<file path="config.mk">
export PLATFORM = sky130hd
export DESIGN_NAME = i2s_rx_capture
export DESIGN_NICKNAME = d
export VERILOG_FILES = /design/src/rtl/i2s_rx_capture.sv
export SDC_FILE = /design/constraint.sdc
export NUM_CORES = 1
export LEC_CHECK = 0
export ABC_AREA = 1
export CAP_MARGIN = 25
export CELL_PAD_IN_SITES_DETAIL_PLACEMENT = 1
export CELL_PAD_IN_SITES_GLOBAL_PLACEMENT = 1
export CORE_UTILIZATION = 35
export CTS_CLUSTER_DIAMETER = 120
export DETAILED_ROUTE_END_ITERATION = 10
export GPL_TIMING_DRIVEN = 0
export PLACE_DENSITY_LB_ADDON = 0.1
export SLEW_MARGIN = 25
export SYNTH_ARGS = -nofsm -noshare
export SYNTH_HDL_FRONTEND = slang
export SYNTH_SLANG_ARGS = --single-unit
</file>
<file path="constraint.sdc">
create_clock -name MAX10_CLK1_50 -period 3.25 [get_ports MAX10_CLK1_50]
set_input_delay 0.4875 -clock MAX10_CLK1_50 [delete_from_list [all_inputs] [get_ports MAX10_CLK1_50]]
set_output_delay 0.4875 -clock MAX10_CLK1_50 [all_outputs]
set_load 0.01 [all_outputs]
</file>
<file path="src/rtl/i2s_rx_capture.sv">
// i2s_rx_capture: I2S ADC receiver; synchronizes SCLK/LRCLK/SDIN, deserializes L/R slots into a stereo-frame FIFO with valid/ready output.
// Optional macro I2S_RX_FRAME_CTR_EN adds the 16-bit frame_ctr port counting successful pushes.
module i2s_rx_capture #(
    parameter int SAMPLE_W   = 16,
    parameter int FIFO_DEPTH = 4
) (
    input  logic                MAX10_CLK1_50,
    input  logic                reset,
    input  logic                enable,
    input  logic                sclk,
    input  logic                lrclk,
    input  logic                sdin,
    input  logic                ready,
    input  logic                clear_ovr,
    output logic [SAMPLE_W-1:0] sample_l,
    output logic [SAMPLE_W-1:0] sample_r,
    output logic                valid,
    output logic                overrun
`ifdef I2S_RX_FRAME_CTR_EN
    ,
    output logic [15:0]         frame_ctr
`endif
);
    localparam int CNT_W = $clog2(SAMPLE_W + 1);
    localparam int PTR_W = $clog2(FIFO_DEPTH);

    typedef enum logic [2:0] {IDLE, SKIP_L, LEFT, SKIP_R, RIGHT} state_t;
    state_t state, state_nxt;

    logic [2:0]          sclk_s, lrclk_s;
    logic [1:0]          sdin_s;
    logic                sclk_rise, lr_rise, lr_fall, bit_in;
    logic                slot_start, latch_l, latch_r, shift_en;
    logic [SAMPLE_W-1:0] shreg, left_q, right_q;
    logic [CNT_W-1:0]    bit_cnt, bit_pos;
    logic                push_q;

    logic [SAMPLE_W-1:0] mem_l [FIFO_DEPTH];
    logic [SAMPLE_W-1:0] mem_r [FIFO_DEPTH];
    logic [PTR_W-1:0]    wr_ptr, rd_ptr;
    logic [PTR_W:0]      count;
    logic                full, pop, push_ok;

    // SDIN gets one flop fewer so that sdin_s[1] lines up with the edge seen on sclk_s[2:1]
    always_ff @(posedge MAX10_CLK1_50 or posedge reset) begin
        if (reset) begin
            sclk_s  <= '0;
            lrclk_s <= '0;
            sdin_s  <= '0;
        end else begin
            sclk_s  <= {sclk_s[1:0], sclk};
            lrclk_s <= {lrclk_s[1:0], lrclk};
            sdin_s  <= {sdin_s[0], sdin};
        end
    end

    assign sclk_rise = sclk_s[1] & ~sclk_s[2];
    assign lr_rise   = lrclk_s[1] & ~lrclk_s[2];
    assign lr_fall   = ~lrclk_s[1] & lrclk_s[2];
    assign bit_in    = sdin_s[1];

    always_ff @(posedge MAX10_CLK1_50 or posedge reset) begin
        if (reset)
            state <= IDLE;
        else
            state <= state_nxt;
    end

    // An LRCLK edge beats a coincident SCLK rise, which then serves as the delay bit
    always_comb begin
        state_nxt  = state;
        slot_start = 1'b0;
        latch_l    = 1'b0;
        latch_r    = 1'b0;
        shift_en   = 1'b0;
        if (!enable)
            state_nxt = IDLE;
        else
            case (state)
                IDLE: if (lr_fall) begin
                    slot_start = 1'b1;
                    state_nxt  = sclk_rise ? LEFT : SKIP_L;
                end
                SKIP_L, LEFT: if (lr_rise) begin
                    latch_l    = 1'b1;
                    slot_start = 1'b1;
                    state_nxt  = sclk_rise ? RIGHT : SKIP_R;
                end else if (sclk_rise) begin
                    shift_en  = state == LEFT;
                    state_nxt = LEFT;
                end
                SKIP_R, RIGHT: if (lr_fall) begin
                    latch_r    = 1'b1;
                    slot_start = 1'b1;
                    state_nxt  = sclk_rise ? LEFT : SKIP_L;
                end else if (sclk_rise) begin
                    shift_en  = state == RIGHT;
                    state_nxt = RIGHT;
                end
                default: state_nxt = IDLE;
            endcase
    end

    assign bit_pos = CNT_W'(SAMPLE_W - 1) - bit_cnt;

    // Bits land MSB-first at fixed positions, so a short slot is left-justified with zero LSBs
    always_ff @(posedge MAX10_CLK1_50 or posedge reset) begin
        if (reset) begin
            shreg   <= '0;
            bit_cnt <= '0;
            left_q  <= '0;
            right_q <= '0;
            push_q  <= 1'b0;
        end else begin
            push_q <= latch_r;
            if (latch_l)
                left_q <= shreg;
            if (latch_r)
                right_q <= shreg;
            if (slot_start) begin
                shreg   <= '0;
                bit_cnt <= '0;
            end else if (shift_en && bit_cnt < CNT_W'(SAMPLE_W)) begin
                shreg[bit_pos] <= bit_in;
                bit_cnt        <= bit_cnt + CNT_W'(1);
            end
        end
    end

    assign valid    = count != '0;
    assign full     = count == (PTR_W + 1)'(FIFO_DEPTH);
    assign pop      = valid & ready;
    assign push_ok  = push_q & (~full | pop);
    assign sample_l = valid ? mem_l[rd_ptr] : '0;
    assign sample_r = valid ? mem_r[rd_ptr] : '0;

    always_ff @(posedge MAX10_CLK1_50) begin
        if (push_ok) begin
            mem_l[wr_ptr] <= left_q;
            mem_r[wr_ptr] <= right_q;
        end
    end

    // A pop from a full FIFO frees the slot that a same-cycle push then takes
    always_ff @(posedge MAX10_CLK1_50 or posedge reset) begin
        if (reset) begin
            wr_ptr  <= '0;
            rd_ptr  <= '0;
            count   <= '0;
            overrun <= 1'b0;
        end else begin
            if (push_ok)
                wr_ptr <= wr_ptr + PTR_W'(1);
            if (pop)
                rd_ptr <= rd_ptr + PTR_W'(1);
            if (push_ok && !pop)
                count <= count + (PTR_W + 1)'(1);
            else if (pop && !push_ok)
                count <= count - (PTR_W + 1)'(1);
            overrun <= (push_q & ~push_ok) | (overrun & ~clear_ovr);
        end
    end

`ifdef I2S_RX_FRAME_CTR_EN
    always_ff @(posedge MAX10_CLK1_50 or posedge reset) begin
        if (reset)
            frame_ctr <= '0;
        else if (push_ok)
            frame_ctr <= frame_ctr + 16'd1;
    end
`endif

endmodule

</file>
==> results by group <==
Synthesis
  • Ys Warns: 0
  • Netlist cell types: 36
  • Cells after synthesis: 785
  • Post-synth EDFFs: 128
  • FF+latch count, synth: 201
  • Sequential area share after synthesis: 66.37%
  • Synthesized Nets: 804
  • FFs w/ async S/R, synth: 36.32%
  • Mapped Area: 8543 µm²
  • Top FF cell, synth: edfxtp_1
  • Syn_area_per_cell: 10.88 µm²

Detailed routing
  • Residual DRC: 0
  • DRT antenna net count: 0
  • DR iter-0 viols: 257
  • Avg WL per Cell: 18.62 µm
  • Total number of vias: 5,826
  • DR pass1 iterations: 6
  • Vias/cell: 4.888
  • Final wirelength: 22,200 µm

Worst setup path
  • Critical path origin: rd_ptr[0]
  • Worst path cell trace: inv_2, clkbuf_1, o21ai_0, a21oi_1, clkdlybuf4s50_1
  • Critical Path RT: 2.76 ns
  • Critical path fanouts, max: 10
  • Crit path launch type: register
  • Slowest cell on the critical path: clkdlybuf4s50_1
  • CP max stage delay: 0.58 ns
  • CP endpoint kind: output port
  • Worst flop-to-flop path startpoint: count[0]
  • Kind of critical path: reg2out
  • Worst EP arrival: 2.64 ns

Layout
  • Fin nets: 876
  • Most frequent cells in the layout: nor2_1 (158), edfxtp_1 (128), nand2_1 (126), o21ai_0 (78), dfrtp_1 (73)
  • Area growth, synth to finish: 19.98%
  • Inserted Diodes: 0
  • Fin util: 43.28%
  • Non-filler cells, final: 1,192
  • Commonest non-fill, non-tap cell in the layout: nor2_1
  • Layout cells sized above 1: 11.11%

Power and ir drop
  • Internal Power: 5457 µW
  • Sequential power share: 36.0%
  • Power per cell area: 808.1 nW/µm²
  • Sw Pwr: 2826 µW
  • Switching Share: 34.12%
  • Worst vdd ir: 0.4476 mV
  • Clock power frac: 29.7%
  • Pwr Total: 8283 µW
  • Leakage: 0.003981 µW
  • Comb pwr share: 34.3%

Floorplanning
  • IO Pins: 42
  • Initial Utilization: 36.07%
  • Core Area: 23,680 µm²
  • Row Count: 56
  • Die area: 25,040 µm²
  • Die Y-Extent: 158.2 µm
  • Die W: 158.2 µm

Global route
  • Initial antenna violation count: 0
  • GRT Total Usage: 18.85%
  • Grt ovf: 0
  • Largest net degree at the start of global routing: 53
  • Vias in the first global route: 6,383
  • First-pass GRT wire length: 35,660 µm

STA
  • Slew @ Worst Pin: 0.6719 ns
  • Slew margin rel.: 55.10%
  • Final Max Tran Viols: 0
  • Worst Skew: 0.01264 ns
  • # setup viols final: 0
  • Final hold violation count: 0
  • Fmax: 0.3193 GHz
  • RSZ-0062 raised after global routing: false
  • Min cycle time layout: 3.132 ns
  • Worst setup margin: 0.1183 ns
  • Crit share post-route: 96.36%

Placement
  • Detail Placement HPWL: 15,630 µm
  • Routability Congestion: 0.7833
  • Port Buffers: 41
  • Post-place setup slack: 0.3824 ns
  • Dpl cells: 1,151

Clock network
  • Clock root cell: clkbuf_16
  • Clk sinks: 201
  • CTS Buf Count: 23
  • Setup bufs post-CTS: 0
  • Worst-Skew Late Latency: 0.51 ns
  • Clk slew on worst S/H paths: 0.06 ns
  • Depth of the CTS H-tree: 1
  • CTS tree: built
  • CTS max path bufs: 3
  • Cts hold-fix bufs: 0
  • PostCTS Resize Cnt: 5

Flow run
  • Maxcap violations: 0

Outcome
  • Status: completed

Min path
  • Hold Crit Class: in2async
==> worst paths after layout <==
| path | end | slack (ns) | depth (start not counted) |
|---|---|---|---|
| worst max-delay path | sample_l[10] | 0.12 | 5 |
| worst min-delay path | count[2] | 0.30 | 2 |
| worst max register to register | count[1] | 0.90 | 8 |
| worst min register to register | sdin_s[1] | 0.35 | 0 |
| max in group asynchronous | left_q[6] | 2.38 | 3 |
| min in group MAX10_CLK1_50 | sdin_s[1] | 0.35 | 0 |
==> logic make-up after synthesis <==
| logic type | synth area share, % |
|---|---|
| mux | 0.1318 |
| xor+xnor | 0.6151 |
| simple gates | 16.81 |
| flops | 66.37 |
| compound gates | 9.549 |
| buf+inv | 4.818 |
| fa+ha+maj | 1.699 |
==> per-stage QoR <==
| step | area, µm² | hold WS, ns | setup TNS [ns] |
|---|---|---|---|
| 5_1_grt | 10250 | 0.3182 | 0 |
| 4_1_cts | 10250 | 0.3030 | 0 |
| 6_report | 10250 | 0.3026 | 0 |
| 2_1_floorplan | 8543 | 0.3312 | 0 |
| 3_3_place_gp | 9353 | 0.3347 | -162.88 |
| 3_5_place_dp | 9523 | 0.3403 | 0 |
==> synth_stat cells, types with 3 or more instances <==
cell type / count / area (µm²)
nor2_1: 162 / 608.1
edfxtp_1: 128 / 3844
nand2_1: 126 / 473.0
o21ai_0: 78 / 390.4
dfrtp_1: 73 / 1827
inv_1: 51 / 191.4
a21oi_1: 32 / 160.2
nand4_1: 17 / 106.4
clkbuf_1: 16 / 60.06
nand3_1: 13 / 65.06
o211ai_2: 13 / 162.7
o21ai_1: 12 / 60.06
ha_1: 10 / 125.1
buf_2: 8 / 40.04
buf_1: 6 / 22.52
xor2_1: 5 / 43.79
buf_6: 4 / 45.04
inv_2: 4 / 15.01
nor2_4: 3 / 33.78
==> critical path: cells and delay by family, from the launching register on <==
family / cells / cell delay, ns
flops: 1 / 0.41
buf+inv: 3 / 1.24
compound gates: 2 / 0.48
==> power by group through the flow <==
| stage | clock network, µW | registers [µW] | logic, µW |
|---|---|---|---|
| 2_1_floorplan | 0 | 2990 | 1580 |
| 3_5_place_dp | 0 | 3040 | 2890 |
| 4_1_cts | 2520 | 2990 | 2900 |
| 5_1_grt | 2610 | 3000 | 3150 |
| 3_3_place_gp | 0 | 3020 | 2780 |
| 6_report | 2460 | 2980 | 2840 |
==> state kept, by name, summed over array words and instances, names as in the netlist <==
name     cells
mem_r       64
count        3
state        3
shreg       16
rd_ptr       2
push_q       1
bit_cnt      5
overrun      1
mem_l       64
lrclk_s      3
wr_ptr       2
sclk_s       3
left_q      16
right_q     16
sdin_s       2
==> metal layers <==
layer / track usage (%) / vias to the layer above / part of all wire [%]
met1: 23.91 / 2951 / 45
li1: - / 2792 / -
met5: 0 / - / 0
met4: 3.663 / 0 / 1.1
met3: 2.245 / 26 / 2.2
met2: 34.42 / 57 / 51
==> final cells by class <==
type | count | area [µm²]
buffer | 37 | 215.2
tap | 319 | 399.1
clock buffer | 33 | 643.1
inverter | 55 | 209.0
sequential | 201 | 5670
multi-input combinational | 492 | 2491
clock inverter | 8 | 73.82
timing repair buffer | 47 | 548.0
fill | 2658 | 13430
Note: power is estimated with default switching activity, not from simulation.
==> variant 1, RTL diff (same settings) <==
The 5 states of `state_t` get a one-hot encoding in 5 bits.
--- a/src/rtl/i2s_rx_capture.sv
+++ b/src/rtl/i2s_rx_capture.sv
@@ -26,3 +26,3 @@
 
-    typedef enum logic [2:0] {IDLE, SKIP_L, LEFT, SKIP_R, RIGHT} state_t;
+    typedef enum logic [4:0] {IDLE = 5'b00001, SKIP_L = 5'b00010, LEFT = 5'b00100, SKIP_R = 5'b01000, RIGHT = 5'b10000} state_t;
     state_t state, state_nxt;
Check against the original RTL: same outputs for any inputs over 10 cycles, from zero or initial values and one cycle with reset high; not proved beyond that.
==> variant 1 against the original RTL <==
Critical path depth grew 1; die area fell by 0.20%; setup slack gained 0.058 ns; area after synthesis is 0.21% lower; total power is 3.7% higher; sequential power increased by 12%; sequential cell count up 2; synthesized cell count is 2.2% higher; routed wire length is 3.7% lower; via count shrank 0.33%; final area is 0.46% lower; hold slack better by 0.049 ns.
==> variant 1: results (changes against the original RTL) <==
* RR Endpoint: count[1] (unchanged)
* Yosys cell types at 30 (was 36)
* VDD IR max at 0.0003401 V (was 0.0004476 V)
* GRT Total Usage at 18.07% (was 18.85%)
* IO Port Bufs at 41 (unchanged)
* DRT iter0 DRCs at 340 (was 257)
* Measured slew at the worst slew-check pin at 0.6888 ns (was 0.6719 ns)
* Final RePlAce weighted congestion at 0.8308 (was 0.7833)
* Maximum level of the CTS H-tree at 1 (unchanged)
* Largest net degree at the start of global routing at 40 (was 53)
* Routed wire length at 21.37 mm (was 22.20 mm)
* Router iterations before antenna repair at 4 (was 6)
* Slowest cell delay on critical path at 0.51 ns (was 0.58 ns)
* Crit-path slowest cell: clkdlybuf4s50_1 (unchanged)
* CTS Buf Count at 22 (was 23)
* CTS-repair resized insts at 2 (was 5)
* FFs w/ async S/R, synth at 36.95% (was 36.32%)
* Worst r2r path cells at 8 (unchanged)
* Top FF cell, synth: edfxtp_1 (unchanged)
* FF-to-FF setup slack at 0.92 ns (was 0.90 ns)
* Syn Nets at 821 (was 804)
* Hold Path Origin: sclk_s[0]
* Top cells by count, synth: nor2_1 (196), edfxtp_1 (128), nand2_1 (110) (was nor2_1 (162), edfxtp_1 (128), nand2_1 (126))
* Antenna cells at 0 (unchanged)
* Setup violators final at 0 (unchanged)
* First-pass GRT wire length at 34.38 mm (was 35.66 mm)
* Leakage at 3.936 nW (was 3.981 nW)
* # Post-CTS Setup Buffers at 0 (unchanged)
* Share of cells above drive strength 1 at 8.230% (was 11.11%)
* Cell Area, Placed at 9475 sq um (was 9523 sq um)
* Worst-skew pair later-pin latency at 0.50 ns
* Worst Hold Path EP: sclk_s[1]
* Crit Path Max Fanout at 10 (unchanged)
* Clock skew at 0.01264 ns (about the same)
* Nets at 890 (was 876)
* Clock Pin Slew Worst Setup and Hold Paths at 0.06 ns (about the same)
* Vias in the first global route at 6152 (was 6383)
* Initial antenna violation count at 0 (unchanged)
* Ranking of synthesized cells by area: edfxtp_1 (45%), dfrtp_1 (22%), nor2_1 (8.6%) (was edfxtp_1 (45%), dfrtp_1 (21%), nor2_1 (7.1%))
* Worst Path Arrival at 2.59 ns (was 2.64 ns)
* Synth Warn # at 0 (unchanged)
* Clock Tree Buf Depth at 3 (unchanged)
* DR vias at 5807 (was 5826)
* Hold Crit Class: register to register (was input pin to asynchronous set/reset pin)
* Dpl hpwl at 14.85 mm (was 15.63 mm)
* Reg2reg start: count[0] (unchanged)
* Status: finished, final reports clean (unchanged)
* Top delay family on crit path: buffers and inverters (unchanged)
* Top Registers: mem_l (64), mem_r (64) (unchanged)
* Hold Path Cell Cnt at 0
* Root buf cell: clkbuf_16 (unchanged)
* Register area share after synthesis at 67.11% (was 66.37%)
* P_sw at 2.820 mW (was 2.826 mW)
* Post-synth EDFFs at 128 (unchanged)
[variant 1: area by class of cell]
| type | count | area (sq um) |
|---|---|---|
| sequential | 203 | 5722 |
| buffer | 35 | 197.7 |
| inverter | 54 | 205.2 |
| clock inverter | 13 | 137.6 |
| tap | 319 | 399.1 |
| timing repair buffer | 46 | 518.0 |
| clock buffer | 27 | 590.6 |
| fill | 2668 | 13480 |
| multi-input combinational | 509 | 2432 |
[variant 1: layer usage]
layer | track usage (%) | wire length [microns] | part of all wire [%] | vias to the layer above
li1 | - | - | - | 2814
met1 | 23.87 | 9944 | 47 | 2901
met2 | 31.42 | 10560 | 49 | 71
met3 | 2.436 | 557 | 2.6 | 21
met4 | 4.167 | 310 | 1.5 | 0
met5 | 0 | 0 | 0 | -
[variant 1: logic make-up after synthesis]
group | Yosys count | share of synthesized area (%)
adder cells (fa/ha/maj) | 11 | 1.702
buffers and inverters | 90 | 4.711
AO/OA/AOI/OAI | 136 | 8.967
multiplexers | 1 | 0.1321
XOR/XNOR | 5 | 0.5136
AND/OR/NAND/NOR | 356 | 16.86
flip-flops | 203 | 67.11
[variant 1: worst max path at each step]
stage,depth (start not counted),slack [ns],endpoint,startpoint
3_5_place_dp,7,0.49,sample_r[12],rd_ptr[1]
5_1_grt,6,0.02,sample_r[4],rd_ptr[1]
3_3_place_gp,5,-1.20,mem_l[1][6],ready
4_1_cts,6,0.09,sample_l[0],count[0]
2_1_floorplan,4,0.72,mem_l[0][0],ready
6_report,6,0.18,sample_l[0],count[0]
[variant 1: worst reg2reg max path: cells and delay by family, from the launching register on]
kind | cells | cell delay, ns
DFF | 1 | 0.42
adders and majority gates | 2 | 0.63
muxes | 1 | 0.27
buffers and inverters | 2 | 0.26
and+or+nand+nor | 3 | 0.65
[variant 1: stage by stage]
stage	instances	hold slack, ns	power, mW	TNS (ns)	worst slack (ns)
floorplan	802	0.3312	4.838	0	0.7181
global placement	1162	0.3323	6.081	-190.03	-1.198
detailed placement	1167	0.3386	6.178	0	0.4937
CTS	1206	0.3522	8.721	0	0.08912
global route	1206	0.3568	9.113	0	0.02257
finish	1206	0.3512	8.592	0	0.1762
[variant 1: power groups by stage]
stage | sequential [mW] | clock, mW | combinational, mW
floorplan | 3.29 | 0 | 1.55
global placement | 3.35 | 0 | 2.73
detailed placement | 3.38 | 0 | 2.80
CTS | 3.34 | 2.58 | 2.80
global route | 3.37 | 2.68 | 3.06
finish | 3.33 | 2.51 | 2.75
==> variant 2, RTL diff (same flow settings) <==
Made on the original files. The parameter `FIFO_DEPTH` goes from 4 to 8.
--- a/src/rtl/i2s_rx_capture.sv
+++ b/src/rtl/i2s_rx_capture.sv
@@ -4,3 +4,3 @@
     parameter int SAMPLE_W   = 16,
-    parameter int FIFO_DEPTH = 4
+    parameter int FIFO_DEPTH = 8
 ) (
Formal check against the unedited RTL: same outputs for any inputs over 10 cycles, from zero or initial values and one cycle with reset high; that may be too few to reach the edited logic, so the function may still have changed.
==> variant 2 against the original RTL <==
Critical path depth grew 4; area after synthesis grew 61%; via count grew 59%; final area grew 62%; setup slack gained 0.0024 ns; routed wire length grew 78%; sequential cell count grew 131; total power grew 70%; clock power grew 72%; first-iteration DRC count grew 140%; highest routed layer unchanged.
==> variant 2: results (changes against the original RTL) <==
* Ranking of synthesized cells by area: edfxtp_1 (56%), dfrtp_1 (14%), nor2_1 (7.1%) (was edfxtp_1 (45%), dfrtp_1 (21%), nor2_1 (7.1%))
* Register area share after synthesis at 69.83% (was 66.37%)
* Nets at 1301 (was 876)
* Leakage at 6.159 nW (was 3.981 nW)
* Dpl hpwl at 26.91 mm (was 15.63 mm)
* # Post-CTS Setup Buffers at 0 (unchanged)
* RR Endpoint: count[3] (was count[1])
* Worst-skew pair later-pin latency at 0.55 ns (was 0.51 ns)
* Mux contribution to synthesized area at 0% (was 0.1318%)
* Final RePlAce weighted congestion at 0.7508 (was 0.7833)
* Share of cells above drive strength 1 at 13.12% (was 11.11%)
* Status: finished, final reports clean (unchanged)
* Routed wire length at 39.52 mm (was 22.20 mm)
* Synthesized area per cell at 11.57 sq um (was 10.88 sq um)
* Xor and xnor area share after synthesis at 0.5102% (was 0.6151%)
* Post-synth EDFFs at 256 (was 128)
* Compound-cell area share of the yosys netlist at 10.42% (was 9.549%)
* FFs w/ async S/R, synth at 22.89% (was 36.32%)
* IO Port Bufs at 41 (unchanged)
* DR vias at 9245 (was 5826)
* Root buf cell: clkbuf_16 (unchanged)
* First-pass GRT wire length at 60.22 mm (was 35.66 mm)
* Clock skew at 0.01595 ns (was 0.01264 ns)
* Cell Area, Placed at 15200 sq um (was 9523 sq um)
* VDD IR max at 0.0004218 V (was 0.0004476 V)
* Top cells by count, synth: nor2_1 (260), edfxtp_1 (256), nand2_1 (174) (was nor2_1 (162), edfxtp_1 (128), nand2_1 (126))
* Vias in the first global route at 9673 (was 6383)
* Largest net degree at the start of global routing at 46 (was 53)
* CTS Buf Count at 38 (was 23)
* Post-Synth Adder-Cell Area at 1.057% (was 1.699%)
* Wire length on met3 at 1.281 mm (was 479 microns)
* Syn Nets at 1206 (was 804)
* Router iterations before antenna repair at 4 (was 6)
* Yosys cell types at 35 (was 36)
* Measured slew at the worst slew-check pin at 0.7831 ns (was 0.6719 ns)
* GRT Total Usage at 20.65% (was 18.85%)
* Worst r2r path cells at 11 (was 8)
* Initial antenna violation count at 1 (was 0)
* Worst Setup EP: sample_r[0] (was sample_l[10])
* FF-to-FF setup slack at 0.81 ns (was 0.90 ns)
* Number of cells after detailed placement at 1760 (was 1151)
* M1 wire length at 18.17 mm (was 10.07 mm)
* DR WL/cell at 21.61 microns (was 18.62 microns)
* Top Registers: mem_l (128), mem_r (128) (was mem_l (64), mem_r (64))
* WL met2 at 19.14 mm (was 11.40 mm)
* Maximum level of the CTS H-tree at 2 (was 1)
-- variant 2: cell types whose count changed after synthesis, moves of 9 or more --
cell | before | now
o22ai_1 | 2 | 34
nand2_1 | 126 | 174
o21ai_0 | 78 | 134
clkbuf_1 | 16 | 36
inv_1 | 51 | 42
o21ai_1 | 12 | 22
a21oi_1 | 32 | 1
edfxtp_1 | 128 | 256
o211ai_1 | 2 | 34
nor2_1 | 162 | 260
-- variant 2: what timing repair did --
action                                 in CTS  in global routing
endpoints found under the hold margin       0                  0
setup endpoints to repair                  33                 26
resized for setup                          50                 28
-- variant 2: final cells by class --
| cell class | count | area [sq um] |
|---|---|---|
| Buffer | 65 | 434.2 |
| Clock buffer | 60 | 1157 |
| Clock inverter | 9 | 62.56 |
| Fill cell | 4060 | 22090 |
| Inverter | 49 | 192.7 |
| Multi-Input combinational cell | 741 | 3712 |
| Sequential cell | 332 | 9592 |
| Tap cell | 518 | 648.1 |
| Timing Repair Buffer | 55 | 758.2 |
-- variant 2: cell families (layout without fill, tap and decap cells) --
kind of cell    after synthesis  after routing
compound gates              240            240
buf+inv                     114            238
xor+xnor                      8              8
simple gates                482            482
fa+ha+maj                    11             11
flops                       332            332
-- variant 2: metal layers --
layer / GRT usage, % / vias up
met5: 0 / -
met4: 7.012 / 0
met3: 2.923 / 54
met2: 34.39 / 141
met1: 27.67 / 4703
li1: - / 4347
-- variant 2: how the worst min path moves through the flow --
stage | startpoint | endpoint | slack (ns) | depth (start not counted)
floorplan | lrclk_s[0] | lrclk_s[1] | 0.33 | 0
global placement | sdin_s[0] | sdin_s[1] | 0.33 | 0
detailed placement | sdin_s[0] | sdin_s[1] | 0.34 | 0
CTS | reset | count[1] | 0.28 | 2
global route | reset | count[1] | 0.31 | 2
finish | reset | count[1] | 0.29 | 2
-- variant 2: worst max-delay path: stages (launching register included) --
cell,delay [ns]
dfrtp_2,0.44
inv_2,0.08
buf_4,0.18
buf_6,0.18
buf_6,0.18
nor2_1,0.06
o211ai_1,0.18
nand2_1,0.09
nor2_2,0.15
clkdlybuf4s50_1,0.56
-- variant 2: report_power, final --
group	internal, mW	total (mW)	switching (mW)
sequential	4.72	4.92	0.201
combinational	1.85	4.95	3.10
clock	2.52	4.23	1.72
total	9.09	14.1	5.01
-- variant 2: metrics by stage --
stage	utilization, %	setup slack (ns)
detailed placement	39.34	0.1633
global placement	38.27	-1.729
CTS	42.74	0.003299
finish	42.84	0.1207
global route	42.84	-0.01602
floorplan	-	0.4730
